==> src/rtl/immext_stage_pkg.sv <==
// Shared definitions for the immediate-extension stage: immediate format codes.
package immext_stage_pkg;

  typedef enum logic [2:0] {
    IMMSRC_ITYPE   = 3'd0,
    IMMSRC_STYPE   = 3'd1,
    IMMSRC_BTYPE   = 3'd2,
    IMMSRC_JTYPE   = 3'd3,
    IMMSRC_UTYPE   = 3'd4,
    IMMSRC_ZTYPE   = 3'd5,
    IMMSRC_SHTYPE  = 3'd6,
    IMMSRC_ILLEGAL = 3'd7
  } immsrc_e;

  localparam int IMMSRC_W = 3;

endpackage

==> src/rtl/immext_stage_imm_gen.sv <==
// imm_gen: purely combinational RISC-V immediate decode, sign/zero-extended to XLEN.
module imm_gen
  import immext_stage_pkg::*;
#(
  parameter int XLEN = 32
) (
  input  logic [31:7]         instr,
  input  logic [IMMSRC_W-1:0] immsrc,
  output logic [XLEN-1:0]     immext,
  output logic                illegal
);

  logic [31:0] raw;
  logic        signExt;

  // Build a 32-bit value first; sign formats are widened with instr[31], CSR/shift formats with zeros.
  always_comb begin
    raw     = '0;
    signExt = 1'b1;
    illegal = 1'b0;
    case (immsrc_e'(immsrc))
      IMMSRC_ITYPE:  raw = {{20{instr[31]}}, instr[31:20]};
      IMMSRC_STYPE:  raw = {{20{instr[31]}}, instr[31:25], instr[11:7]};
      IMMSRC_BTYPE:  raw = {{19{instr[31]}}, instr[31], instr[7], instr[30:25], instr[11:8], 1'b0};
      IMMSRC_JTYPE:  raw = {{11{instr[31]}}, instr[31], instr[19:12], instr[20], instr[30:21], 1'b0};
      IMMSRC_UTYPE:  raw = {instr[31:12], 12'b0};
      IMMSRC_ZTYPE: begin
        raw     = {27'b0, instr[19:15]};
        signExt = 1'b0;
      end
      IMMSRC_SHTYPE: begin
        raw     = (XLEN == 64) ? {26'b0, instr[25:20]} : {27'b0, instr[24:20]};
        signExt = 1'b0;
      end
      default: begin
        raw     = '0;
        illegal = 1'b1;
      end
    endcase
    immext = signExt ? XLEN'($signed(raw)) : XLEN'(raw);
  end

endmodule

==> src/rtl/immext_stage.sv <==
// Pipelined immediate-extension stage with a 2-entry skid buffer (output + skid register).
// Optional macro IMMEXT_TARGET_EN adds in_pc/out_target (pc + immediate, buffered alongside).
module immext_stage
  import immext_stage_pkg::*;
#(
  parameter int XLEN  = 32,
  parameter int TAG_W = 4
) (
  input  logic                clk,
  input  logic                reset,
  input  logic                in_valid,
  output logic                in_ready,
  input  logic [31:0]         in_instr,
  input  logic [IMMSRC_W-1:0] in_immsrc,
  input  logic [TAG_W-1:0]    in_tag,
`ifdef IMMEXT_TARGET_EN
  input  logic [XLEN-1:0]     in_pc,
  output logic [XLEN-1:0]     out_target,
`endif
  output logic                out_valid,
  input  logic                out_ready,
  output logic [XLEN-1:0]     out_immext,
  output logic                out_illegal,
  output logic [TAG_W-1:0]    out_tag
);

  logic [XLEN-1:0]  newImm;
  logic             newIllegal;
  logic [XLEN-1:0]  newTarget;

  logic             outValid_q, outValid_d;
  logic [XLEN-1:0]  outImm_q, outImm_d;
  logic             outIllegal_q, outIllegal_d;
  logic [TAG_W-1:0] outTag_q, outTag_d;
  logic [XLEN-1:0]  outTarget_q, outTarget_d;

  logic             skidValid_q, skidValid_d;
  logic [XLEN-1:0]  skidImm_q, skidImm_d;
  logic             skidIllegal_q, skidIllegal_d;
  logic [TAG_W-1:0] skidTag_q, skidTag_d;
  logic [XLEN-1:0]  skidTarget_q, skidTarget_d;

  logic             acceptIn;
  logic             consumeOut;

  imm_gen #(.XLEN(XLEN)) u_imm_gen (
    .instr   (in_instr[31:7]),
    .immsrc  (in_immsrc),
    .immext  (newImm),
    .illegal (newIllegal)
  );

`ifdef IMMEXT_TARGET_EN
  assign newTarget = in_pc + newImm;
`else
  assign newTarget = '0;
`endif

  assign in_ready   = !skidValid_q;
  assign acceptIn   = in_valid && !skidValid_q;
  assign consumeOut = outValid_q && out_ready;

  // The skid entry is only filled when the output is held, so it always drains before new input.
  always_comb begin
    outValid_d    = outValid_q;
    outImm_d      = outImm_q;
    outIllegal_d  = outIllegal_q;
    outTag_d      = outTag_q;
    outTarget_d   = outTarget_q;
    skidValid_d   = skidValid_q;
    skidImm_d     = skidImm_q;
    skidIllegal_d = skidIllegal_q;
    skidTag_d     = skidTag_q;
    skidTarget_d  = skidTarget_q;

    if (consumeOut) begin
      if (skidValid_q) begin
        outImm_d     = skidImm_q;
        outIllegal_d = skidIllegal_q;
        outTag_d     = skidTag_q;
        outTarget_d  = skidTarget_q;
        skidValid_d  = 1'b0;
      end else if (acceptIn) begin
        outImm_d     = newImm;
        outIllegal_d = newIllegal;
        outTag_d     = in_tag;
        outTarget_d  = newTarget;
      end else begin
        outValid_d   = 1'b0;
      end
    end else if (acceptIn) begin
      if (!outValid_q) begin
        outValid_d   = 1'b1;
        outImm_d     = newImm;
        outIllegal_d = newIllegal;
        outTag_d     = in_tag;
        outTarget_d  = newTarget;
      end else begin
        skidValid_d   = 1'b1;
        skidImm_d     = newImm;
        skidIllegal_d = newIllegal;
        skidTag_d     = in_tag;
        skidTarget_d  = newTarget;
      end
    end
  end

  always_ff @(posedge clk or posedge reset) begin
    if (reset) begin
      outValid_q    <= 1'b0;
      outImm_q      <= '0;
      outIllegal_q  <= 1'b0;
      outTag_q      <= '0;
      outTarget_q   <= '0;
      skidValid_q   <= 1'b0;
      skidImm_q     <= '0;
      skidIllegal_q <= 1'b0;
      skidTag_q     <= '0;
      skidTarget_q  <= '0;
    end else begin
      outValid_q    <= outValid_d;
      outImm_q      <= outImm_d;
      outIllegal_q  <= outIllegal_d;
      outTag_q      <= outTag_d;
      outTarget_q   <= outTarget_d;
      skidValid_q   <= skidValid_d;
      skidImm_q     <= skidImm_d;
      skidIllegal_q <= skidIllegal_d;
      skidTag_q     <= skidTag_d;
      skidTarget_q  <= skidTarget_d;
    end
  end

  assign out_valid   = outValid_q;
  assign out_immext  = outImm_q;
  assign out_illegal = outIllegal_q;
  assign out_tag     = outTag_q;

`ifdef IMMEXT_TARGET_EN
  assign out_target = outTarget_q;
`else
  logic unusedTarget;
  assign unusedTarget = ^{newTarget, outTarget_q};
`endif

endmodule

==> config.mk <==
export PLATFORM = sky130hd
export DESIGN_NAME = immext_stage
export DESIGN_NICKNAME = d
export VERILOG_FILES = /design/src/rtl/immext_stage_pkg.sv /design/src/rtl/immext_stage_imm_gen.sv /design/src/rtl/immext_stage.sv
export SDC_FILE = /design/constraint.sdc
export NUM_CORES = 1
export LEC_CHECK = 0
export CORE_MARGIN = 1
export CORE_UTILIZATION = 55
export CTS_BUF_LIST = sky130_fd_sc_hd__clkbuf_4 sky130_fd_sc_hd__clkbuf_8
export DETAILED_ROUTE_END_ITERATION = 10
export DONT_BUFFER_PORTS = 1
export PLACE_DENSITY_LB_ADDON = 0.25
export SETUP_SLACK_MARGIN = 0.02
export SYNTH_ARGS = -nofsm -noshare
export SYNTH_HDL_FRONTEND = slang
export SYNTH_HIERARCHICAL = 1
export SYNTH_SLANG_ARGS = --single-unit
==> constraint.sdc <==
create_clock -name clk -period 2.3 [get_ports clk]
set_clock_uncertainty 0.2 [all_clocks]
set_input_delay 0.23 -clock clk [delete_from_list [all_inputs] [get_ports clk]]
set_output_delay 0.23 -clock clk [all_outputs]
set_load 0.1 [all_outputs]
==> results.txt, run 1 <==
The number of buffer and inverter stages on the critical path came out at 1. The final-report max-slew violation count came out at 0. On the critical path, the stage with the largest delay is an instance of dfrtp_1. The final global-route overflow total came out at 0. The final worst-path setup slack came out at around 0.23 ns. The synthesized instance count is 293. The detailed-route wire length is 7.996 mm. Counting instances, the worst hold path has a depth of 2. The shortest clock period the worst path allows after layout is 2.072 ns. The horizontal extent of the die came out at around 88 microns. On the critical path the largest part of the delay comes from simple AND/OR/NAND/NOR gates. The highest attainable clock frequency came out at 0.4826 GHz. The final-report hold violation count is 0. The total number of vias came out at 2,423. Data on the critical path arrives at its endpoint at between 2 and 2.5 ns. The DRC violation total after the first TritonRoute iteration came out at 97. The flow ran to the end, and the final reports show no timing, DRC or antenna violations. In this run the worst path has a maximum fanout of 34. The maximum number of buffers from clock root to sink is 2. The final setup violation count came out at 0. The starting density of the core came out at 57.95%.

The H-tree generated during clock tree synthesis spans 3 levels. The total inserted antenna cells came out at 0. The post-layout net count came out at 379. At the worst endpoint, the required time is 2.33 ns. The synthesized design contains 76 register bits. The mean number of vias per cell came out at between 5 and 6. In this run the most critical hold path is launched from in_immsrc[1]. The vertical die dimension is roughly 90 microns.

Clock tree synthesis found a total of 76 sinks. The core region is 6944 sq um. Setup repair after global routing left no endpoint under its margin. The number of cells traversed by the worst register-to-register path came out at 5.

In the synthesized netlist the dominant register cell turns out to be dfrtp_1. The leading cell type by number of instances after synthesis is mux2_2. The fraction of registers with async set/reset is between 90% and 100%.

The count of unique library cells instantiated by Yosys is 34. The number of buffers inserted by port buffering came out at 0. Across the run, the number of max-cap violations was 0.

Timing analysis after detailed placement gives a worst setup slack of 0.2265 ns. The net count of the mapped netlist came out at 337. The worst register-to-register path begins at skidValid_q. The cell type with the highest aggregate area in the netlist is dfrtp_1. The share of the clock period used by the worst path came out at 90.10%. The number of iterations in the first detailed-routing pass is 4. Tracing the worst setup path back leads to its startpoint at skidValid_q.

The commonest cells after synthesis are mux2_2 (86), dfrtp_1 (76), mux2_4 (20). The number of global-route vias before repair is about 2,500. The actual slew at the worst max-slew pin is around 0.93 ns. The critical path is of the reg -> reg type. The share of post-route cells with drive strength above 1 is 48.24%. Summing the sequential cell areas from Yosys gives 47.26% of the chip area. Entering global routing, the biggest net connects 42 pins. The peak per-stage delay on the critical path came out at between 0.3 and 0.4 ns.

The area growth from synthesis to final layout is 15.70%. For this run, design rule violations remaining after detail routing come to 0. The final RePlAce weighted congestion is 0.8317.

The synthesized netlist occupies a cell area of 4024 sq um. The row count came out at 30. In this run the critical register-to-register path is captured at out_immext[27].

The clock-pin slew of the registers on the worst-case setup and hold paths is ~0.09 ns. The I/O pin count came out at 82. The insertion delay of the later-clocked pin in the worst-skew pair came out at 0.34 ns.

CTS placed an instance of clkbuf_8 at the clock tree root. Detailed placement finished with a half-perimeter wire length of 5.416 mm. The worst setup path is launched from a register. Ranked by total cell area, the synthesized netlist is headed by dfrtp_1 (47%), mux2_2 (24%), mux2_4 (7.5%), buf_6 (2.5%), mux2i_1 (2.2%).

Global routing used 22.72% of the available tracks across all layers. The initial antenna violation count came out at 0. The detailed-route wire length per cell came out at 18.34 microns. The number of enable-type register cells in the synthesized netlist came out at 0. The post-detailed-route count of antenna-violating nets came out at 0. In this run, CTS created clock tree buffers numbering 9.

TritonCTS built the clock tree. The type of element capturing the critical path is a register. The count of warnings emitted by yosys came out at 6. For hold timing, the worst endpoint is skidImm_q[16]. Measured against its own limit, the worst slew margin works out to 38.18%. The number of setup buffers added after CTS came out at 0. Of the post-synthesis cell area, the dominant cell type holds 47.26%. The global-route wire length before repair came out at approximately 13 mm. The mean post-synth cell area is between 10 and 15 sq um. The class of the tightest hold or removal check is in -> reg. Adding up every negative setup slack in the final design gives 0 ns.

Traced cell by cell, the critical path runs through nand2b_1, ha_1, nor3_4, buf_12, mux2_2. The worst reg-to-reg setup slack came out at between 0.2 and 0.25 ns. The floorplan die area is 7662 sq um.
==> layer usage <==
layer | track usage (%) | vias up | part of all wire [%]
li1 | - | 1145 | -
met1 | 31.07 | 1203 | 43
met2 | 35.44 | 66 | 49
met3 | 5.655 | 9 | 7.3
met4 | 8.048 | 0 | 1.3
met5 | 0 | - | 0
==> through the flow <==
step           std cells  hold WS (ns)  instance area (sq um)  util, %
2_1_floorplan        293        0.1304                   4031        -
3_3_place_gp         400      -0.05047                   4250    61.21
3_5_place_dp         400      -0.04395                   4250    61.21
4_1_cts              436      0.003479                   4656    67.05
5_1_grt              436       0.01543                   4656    67.05
6_report             436       0.01254                   4656    67.05
==> sequential cells by signal, indices dropped and copies added (netlist names) <==
| register | flops |
|---|---|
| skidValid_q | 1 |
| out_valid | 1 |
| out_tag | 4 |
| out_illegal | 1 |
| out_immext | 32 |
| skidTag_q | 4 |
| skidIllegal_q | 1 |
| skidImm_q | 32 |
==> placed cells by master, fill, tap and decap left out, drive strengths merged, types with 8 or more instances in the layout <==
master and n:
o22ai 8, nor2b 12, dlygate4sd3 20, a21o 12
mux2i 9, mux2 111, a21oi 15, buf 29
clkbuf 11, dfrtp 76
==> worst reg2reg max path: stages (launching register included) <==
cell	delay (ns)
dfrtp_1	0.39
nand2b_1	0.20
ha_1	0.28
nor3_4	0.25
buf_12	0.27
mux2_2	0.38
==> cell type report <==
| class | count | area, sq um |
|---|---|---|
| fillers | 525 | 2288 |
| inverters | 4 | 18.77 |
| well taps | 96 | 120.1 |
| multi-input cells | 195 | 1951 |
| clock buffers | 11 | 145.1 |
| flip-flops and latches | 76 | 1906 |
| clock inverters | 5 | 60.06 |
| repair buffers | 49 | 455.4 |
==> logic make-up after synthesis <==
family / after synthesis / share of synthesized area [%]
DFF: 76 / 47.26
adders and majority gates: 1 / 0.3109
xor gates and xnor gates: 1 / 0.6842
AOI/OAI and AO/OA: 47 / 7.370
and+or+nand+nor: 26 / 4.945
buffers and inverters: 22 / 4.260
muxes: 120 / 35.17
==> how the worst max path moves through the flow <==
stage,cells past startpoint,slack (ns),end
2_1_floorplan,5,0.07,out_illegal
3_5_place_dp,5,0.23,out_immext[27]
5_1_grt,5,0.11,out_immext[27]
4_1_cts,5,0.21,out_immext[27]
6_report,5,0.23,out_immext[27]
3_3_place_gp,5,0.27,out_immext[10]
==> what timing repair did <==
| item | CTS | global route |
|---|---|---|
| hold buffers | 20 | 0 |
| resized for setup | 0 | 0 |
| endpoints found under the hold margin | 95 | 0 |
Power of run 1 is left out: the tool's default activity adds up to more than one toggle a clock period on the data nets, which glitch-free logic cannot reach.
==> inputs of run 2 (changes only) <==
CORE_MARGIN = unset   (was 1)
SLEW_MARGIN = 10   (was unset)
==> results of run 2 <==
No change in the layout: final DEF, timing and power equal those of run 1.
Power of run 2 is left out for the same reason.
